$ cat config.mk
export PLATFORM = sky130hd
export DESIGN_NAME = oqpsk_demodulator
export DESIGN_NICKNAME = d
export VERILOG_FILES = /design/src/rtl/oqpsk_demodulator_pkg.sv /design/src/rtl/oqpsk_bit_collector.sv /design/src/rtl/oqpsk_demodulator.sv
export SDC_FILE = /design/constraint.sdc
export NUM_CORES = 1
export LEC_CHECK = 0
export CORE_MARGIN = 2
export CORE_UTILIZATION = 40
export DETAILED_ROUTE_END_ITERATION = 10
export PLACE_DENSITY = 0.63
export SETUP_SLACK_MARGIN = 0.4
export SLEW_MARGIN = 20
export SYNTH_ARGS = -nofsm -noshare
export SYNTH_HDL_FRONTEND = slang
export SYNTH_SLANG_ARGS = --single-unit
$ cat constraint.sdc
create_clock -name aclk -period 2.55 [get_ports aclk]
set_input_delay 0.765 -clock aclk [delete_from_list [all_inputs] [get_ports aclk]]
set_output_delay 0.765 -clock aclk [all_outputs]
set_load 0.02 [all_outputs]
$ cat src/rtl/oqpsk_demodulator_pkg.sv
// Shared types and constants for the OQPSK demodulator.
package oqpsk_demodulator_pkg;

    typedef enum logic [1:0] {
        IDLE  = 2'd0,
        RUN   = 2'd1,
        FLUSH = 2'd2
    } demod_state_t;

    // Decided bits per component (I or Q) in one output word.
    localparam int BITS_PER_COMPONENT = 32;

endpackage

$ cat src/rtl/oqpsk_bit_collector.sv
// Hard-decision slicer plus LSB-first bit collector for one component (I or Q).
// Bit k of the word is the k-th decision since the last clear; undecided bits stay 0.
module oqpsk_bit_collector
    import oqpsk_demodulator_pkg::*;
#(
    parameter int SAMPLE_WIDTH = 16
) (
    input  logic                          aclk,
    input  logic                          sresetn,
    input  logic                          decide,
    input  logic [SAMPLE_WIDTH-1:0]       sample,
    input  logic                          clear,
    output logic [BITS_PER_COMPONENT-1:0] word_next
);

    localparam int IW = $clog2(BITS_PER_COMPONENT + 1);

    logic [BITS_PER_COMPONENT-1:0] word_q;
    logic [IW-1:0]                 idx;

    // Word including the decision made this cycle, so a load can capture it directly.
    always_comb begin
        word_next = word_q;
        if (decide && (idx < IW'(BITS_PER_COMPONENT)))
            word_next[idx[IW-2:0]] = ~sample[SAMPLE_WIDTH-1];
    end

    // Store decisions; clear wins so a loaded word never leaks into the next one.
    always_ff @(posedge aclk) begin
        if (!sresetn) begin
            word_q <= '0;
            idx    <= '0;
        end else if (clear) begin
            word_q <= '0;
            idx    <= '0;
        end else if (decide) begin
            word_q <= word_next;
            idx    <= idx + IW'(1);
        end
    end

endmodule

$ cat src/rtl/oqpsk_demodulator.sv
// OQPSK hard-decision demodulator: samples {Q,I} in, 64-bit {Q bits, I bits} words out.
// Optional feature macro: OQPSK_DEMOD_ERR_EN adds the sticky burst_error output.
//
// state | meaning
// IDLE  | waiting for the first beat of a burst (that beat is sample n = 0)
// RUN   | collecting decisions until the final Q decision or an early tlast
// FLUSH | padded partial word loaded with tlast; waiting for it to be accepted
module oqpsk_demodulator
    import oqpsk_demodulator_pkg::*;
#(
    parameter int BURST_SIZE             = 256,
    parameter int SAMPLES_PER_SYMBOL     = 8,
    parameter int C_S00_AXIS_TDATA_WIDTH = 32,
    parameter int C_M00_AXIS_TDATA_WIDTH = 64
) (
    input  logic                              aclk,
    input  logic                              sresetn,
    input  logic                              s00_axis_tvalid,
    output logic                              s00_axis_tready,
    input  logic                              s00_axis_tlast,
    input  logic [C_S00_AXIS_TDATA_WIDTH-1:0] s00_axis_tdata,
    output logic                              m00_axis_tvalid,
    output logic                              m00_axis_tlast,
    input  logic                              m00_axis_tready,
    output logic [C_M00_AXIS_TDATA_WIDTH-1:0] m00_axis_tdata
`ifdef OQPSK_DEMOD_ERR_EN
    ,output logic                             burst_error
`endif
);

    localparam int HW        = C_S00_AXIS_TDATA_WIDTH / 2;
    localparam int PW        = $clog2(SAMPLES_PER_SYMBOL);
    localparam int SW        = $clog2(BURST_SIZE * BITS_PER_COMPONENT + 1);
    localparam int LW        = $clog2(BITS_PER_COMPONENT);
    localparam int WCW       = (BURST_SIZE > 1) ? $clog2(BURST_SIZE) : 1;
    localparam logic [PW-1:0]  HALF_PHASE = PW'(SAMPLES_PER_SYMBOL / 2);
    localparam logic [PW-1:0]  LAST_PHASE = PW'(SAMPLES_PER_SYMBOL - 1);
    localparam logic [SW-1:0]  TOTAL_SYM  = SW'(BURST_SIZE * BITS_PER_COMPONENT);
    localparam logic [WCW-1:0] LAST_WORD  = WCW'(BURST_SIZE - 1);

    demod_state_t state, state_next;

    logic [PW-1:0]  phase;
    logic [SW-1:0]  sym_cnt;
    logic [WCW-1:0] word_cnt;
    logic [BITS_PER_COMPONENT-1:0] i_word, q_word;
    logic beat, i_dec, q_dec, word_load, final_beat, early_tlast, load_out;

    // Counters sit at zero outside RUN, so the first beat in IDLE is naturally n = 0.
    assign beat        = s00_axis_tvalid && s00_axis_tready;
    assign i_dec       = beat && (phase == HALF_PHASE);
    assign q_dec       = beat && (phase == '0) && (sym_cnt != '0);
    assign word_load   = q_dec && (sym_cnt[LW-1:0] == '0);
    assign final_beat  = q_dec && (sym_cnt == TOTAL_SYM);
    assign early_tlast = beat && s00_axis_tlast && !final_beat;
    assign load_out    = word_load || early_tlast;

    oqpsk_bit_collector #(.SAMPLE_WIDTH(HW)) u_i_collector (
        .aclk      (aclk),
        .sresetn   (sresetn),
        .decide    (i_dec),
        .sample    (s00_axis_tdata[HW-1:0]),
        .clear     (load_out),
        .word_next (i_word)
    );

    oqpsk_bit_collector #(.SAMPLE_WIDTH(C_S00_AXIS_TDATA_WIDTH - HW)) u_q_collector (
        .aclk      (aclk),
        .sresetn   (sresetn),
        .decide    (q_dec),
        .sample    (s00_axis_tdata[C_S00_AXIS_TDATA_WIDTH-1:HW]),
        .clear     (load_out),
        .word_next (q_word)
    );

    // State register.
    always_ff @(posedge aclk) begin
        if (!sresetn) state <= IDLE;
        else          state <= state_next;
    end

    // Next-state decode; a tlast on the very first beat is an early tlast too.
    always_comb begin
        state_next = state;
        case (state)
            IDLE:    if (beat) state_next = early_tlast ? FLUSH : RUN;
            RUN:     if (final_beat) state_next = IDLE;
                     else if (early_tlast) state_next = FLUSH;
            FLUSH:   if (m00_axis_tvalid && m00_axis_tready) state_next = IDLE;
            default: state_next = IDLE;
        endcase
    end

    // Input back-pressure: blocked while the padded word drains.
    always_comb begin
        s00_axis_tready = !m00_axis_tvalid || m00_axis_tready;
        if (state == FLUSH) s00_axis_tready = 1'b0;
    end

    // Sample phase and symbol counters, restarted at burst end.
    always_ff @(posedge aclk) begin
        if (!sresetn) begin
            phase   <= '0;
            sym_cnt <= '0;
        end else if (beat) begin
            if (final_beat || early_tlast) begin
                phase   <= '0;
                sym_cnt <= '0;
            end else if (phase == LAST_PHASE) begin
                phase   <= '0;
                sym_cnt <= sym_cnt + SW'(1);
            end else begin
                phase <= phase + PW'(1);
            end
        end
    end

    // Output word register; a load only happens on a beat, so held data is never overwritten.
    always_ff @(posedge aclk) begin
        if (!sresetn) begin
            m00_axis_tvalid <= 1'b0;
            m00_axis_tlast  <= 1'b0;
            m00_axis_tdata  <= '0;
            word_cnt        <= '0;
        end else if (load_out) begin
            m00_axis_tvalid <= 1'b1;
            m00_axis_tdata  <= C_M00_AXIS_TDATA_WIDTH'({q_word, i_word});
            if (early_tlast || (word_cnt == LAST_WORD)) begin
                m00_axis_tlast <= 1'b1;
                word_cnt       <= '0;
            end else begin
                m00_axis_tlast <= 1'b0;
                word_cnt       <= word_cnt + WCW'(1);
            end
        end else if (m00_axis_tready) begin
            m00_axis_tvalid <= 1'b0;
        end
    end

`ifdef OQPSK_DEMOD_ERR_EN
    // Sticky framing error; a new error in the same cycle wins over the restart clear.
    always_ff @(posedge aclk) begin
        if (!sresetn)
            burst_error <= 1'b0;
        else if (early_tlast || (final_beat && !s00_axis_tlast))
            burst_error <= 1'b1;
        else if ((state == IDLE) && beat)
            burst_error <= 1'b0;
    end
`endif

endmodule

==> flow_metrics.tcl <==
set metrics [dict create \
    antenna_cells 0 \
    grt_overflow_total 0 \
    start_util_pct 40.9 \
    synthArstFlopShare_pct 0 \
    drive_gt1_share_pct 19.5 \
    synth_top_area_share_pct 47.8 \
    cp_max_fo 7 \
    drt_iter0_markers 350 \
    clkPwrFrac_pct 43.8 \
    worstRegToRegCells 8 \
    r2r_slack_ps 370 \
    tightest_slew_ps 930 \
    cts_htree_levels 4 \
    max_freq_mhz 459 \
    place.gp.congestion 0.805 \
    rr_endpoint "m00_axis_tdata[34]$_SDFFE_PN0P_" \
    seq_power_share_pct 48.7 \
    post-route-period-util_pct 85.4 \
    holdPathEnd "m00_axis_tdata[9]$_SDFFE_PN0P_" \
    numCtsBuffers 17 \
    synth.area.top_cells "dfxtp_1 (48%), mux2i_1 (9.9%), o2bb2ai_1 (8.0%), nor2_1 (6.9%), nor4_1 (3.1%)" \
    cp.required_ps 2850 \
    die_y_um 137 \
    powerDensity_mw_per_mm2 562 \
    die_w_um 137 \
    vias 5830 \
    route.detailed.drc 0 \
    path_buf_inv 3 \
    grt_pass1_wl_mm 28.5 \
    hp-start "m00_axis_tdata[9]$_SDFFE_PN0P_" \
    ir_drop_uv 491 \
    firstDrtPassIters 5 \
    ys_warn_count 0 \
    max-slew-margin-rel_pct 38.0 \
    final_cells 1078 \
    cts_max_path_buffers 2 \
    cts.clk_slew.worst_paths_ps 60 \
    io_buffer_count 73 \
    core.rowCount 48 \
    syn-instance-count 731 \
    p_sw_uw 1340 \
    setup_viol 0 \
    grt_start_max_net_pins 38 \
    postRouteAntennaNets 0 \
    crit_type "reg2reg" \
    tritoncts "built" \
    final_max_slew_viol_count 0 \
    swShare_pct 24.5 \
    synth_common_cells "dfxtp_1 (169), nor2_1 (130), mux2i_1 (70), o2bb2ai_1 (65), nor4_1 (35)" \
    arrival_ps 2470 \
    seq_area_frac_synth_pct 47.8 \
    dp_slack_ps -288 \
    avgViaCountPerCell 5.41 \
    core_mm2 0.0173 \
    syn_area_per_cell_um2 9.68 \
    hold_viol 0 \
    synth_edf_count 0 \
    ioPinCount 104 \
    r2r_start "sym_cnt[6]$_SDFFE_PN0P_" \
    leakage_uw 0.00415 \
    syn-cell-area_mm2 0.00708 \
    cp_top_family "simple AND/OR/NAND/NOR gates" \
    crit_slowest_cell "or4_4" \
    period_needed_ps 2180 \
    cp_cell_sequence "or4_4 -> nor4_4 -> buf_6 -> buf_12 -> clkbuf_16 -> nor4_1 -> mux2i_1 -> o2bb2ai_1" \
    status "finished clean" \
    drv_cap 0 \
    p_int_uw 4110 \
    syn_nets 782 \
    critical_path.startpoint_type "flip-flop" \
    final_nets 893 \
    antenna_found_initial 0 \
    synth-seq-cells 169 \
    clock_latency_ps 420 \
    cts.sinks 169 \
    min_path_cells 1 \
    wl_per_cell_um 16.8 \
    synth_top_area_cell "dfxtp_1" \
    cts_hold_buf 0 \
    combPwrFrac_pct 7.5 \
    timing.hold.ws_ps 455 \
    dp.cells 1022 \
    synthMostInstantiatedCell "dfxtp_1" \
    dp_hpwl_mm 10.8 \
    syn2layout_area_growth_pct 37.0 \
    track_usage_pct 19.1 \
    cpPeakStageDelay_ps 580 \
    rsz0062_at_grt "yes" \
    grt_pass1_vias 5748 \
    setup_ws_ps 373 \
    skew_ps 10.5 \
    dieArea_mm2 0.0188 \
    end_kind "flip-flop" \
    ys_types 59 \
    min_path_type "reg2reg" \
    root_buffer "clkbuf_16" \
    synth_flop_cell "dfxtp_1" \
    wl_mm 18.1 \
]
stage by stage:
| stage | setup TNS, ps | util, % | power [uW] | area [um^2] |
|---|---|---|---|---|
| final | 0 | 56.0 | 5440 | 9690 |
| after global routing | 0 | 56.0 | 5630 | 9690 |
| after CTS | 0 | 53.2 | 5450 | 9200 |
| after detailed placement | -28110 | 48.3 | 3040 | 8350 |
| after global placement | -28540 | 48.3 | 3030 | 8350 |
| after floorplan | 0 | - | 2920 | 7230 |
power groups by stage:
stage               Clock (uW)  Sequential, uW  Combinational, uW
global placement             0            2710                318
CTS                       2440            2650                359
floorplan                    0            2710                208
detailed placement           0            2710                326
global route              2540            2650                434
finish                    2380            2650                408
final cells by class:
| cell class | count | area [um^2] |
|---|---|---|
| repair buffers | 139 | 1560 |
| flip-flops and latches | 169 | 3390 |
| fillers | 1476 | 7600 |
| clock buffers | 20 | 457 |
| clock inverters | 10 | 85.1 |
| multi-input cells | 499 | 3850 |
| well taps | 225 | 282 |
| inverters | 16 | 63.8 |
cell usage in the layout (no fill, tap or decap), drive strengths merged, types with 11 or more instances in the layout:
master        count
dfxtp           169
nor2            130
mux2i            70
o2bb2ai          65
buf              63
nor4             38
dlymetal6s2s     36
nand2            32
dlygate4sd2      29
clkbuf           23
inv              22
a21oi            20
nand3            20
xnor2            15
ha               14
nand4            12
o21ai            12
and3             11
cells by family after synthesis:
logic type      count (synthesis)  share of synthesized area, %
compound gates                116                          13.0
xor+xnor                       16                          1.98
fa+ha+maj                      14                          2.48
buf+inv                        64                          4.49
flops                         169                          47.8
mux                            70                          9.90
simple gates                  282                          20.4
sequential cells by signal, indices dropped and copies added (netlist names):
name / flops
m00_axis_tdata: 64
m00_axis_tlast: 1
m00_axis_tvalid: 1
phase: 3
state: 2
sym_cnt: 14
u_i_collector.idx: 6
u_i_collector.word_q: 32
u_q_collector.idx: 6
u_q_collector.word_q: 32
word_cnt: 8
timing repair:
action | CTS | global route
pin swaps | 11 | 32
setup buffers | 8 | 9
gates cloned | 6 | 3
gates resized for setup | 65 | 81
endpoints found under the setup margin | 195 | 159
worst max path at each step:
stage                                  startpoint                               to  slack, ps  cells past startpoint
after global routing      sym_cnt[1]$_SDFFE_PN0P_  m00_axis_tdata[34]$_SDFFE_PN0P_        280                     10
after detailed placement          m00_axis_tready                  s00_axis_tready       -290                      4
after floorplan                   m00_axis_tready  m00_axis_tdata[31]$_SDFFE_PN0P_        380                      9
after CTS                 sym_cnt[0]$_SDFFE_PN0P_  m00_axis_tdata[32]$_SDFFE_PN0P_        340                     10
after global placement            m00_axis_tready                  s00_axis_tready       -300                      4
final                     sym_cnt[6]$_SDFFE_PN0P_  m00_axis_tdata[34]$_SDFFE_PN0P_        370                      8
worst reg2reg max path: stages (launching register included):
cell,delay [ps]
dfxtp_1,390
or4_4,580
nor4_4,250
buf_6,170
buf_12,130
clkbuf_16,150
nor4_1,60
mux2i_1,210
o2bb2ai_1,110
per-layer routing:
metal / vias up / global-route usage, % / share of wire (%)
li1: 2854 / - / -
met1: 2838 / 24.8 / 45
met5: - / 0 / 0
met3: 21 / 4.41 / 4.3
met2: 117 / 31.4 / 49
met4: 0 / 6.19 / 1.2
Power figures use the tool's default switching activity.
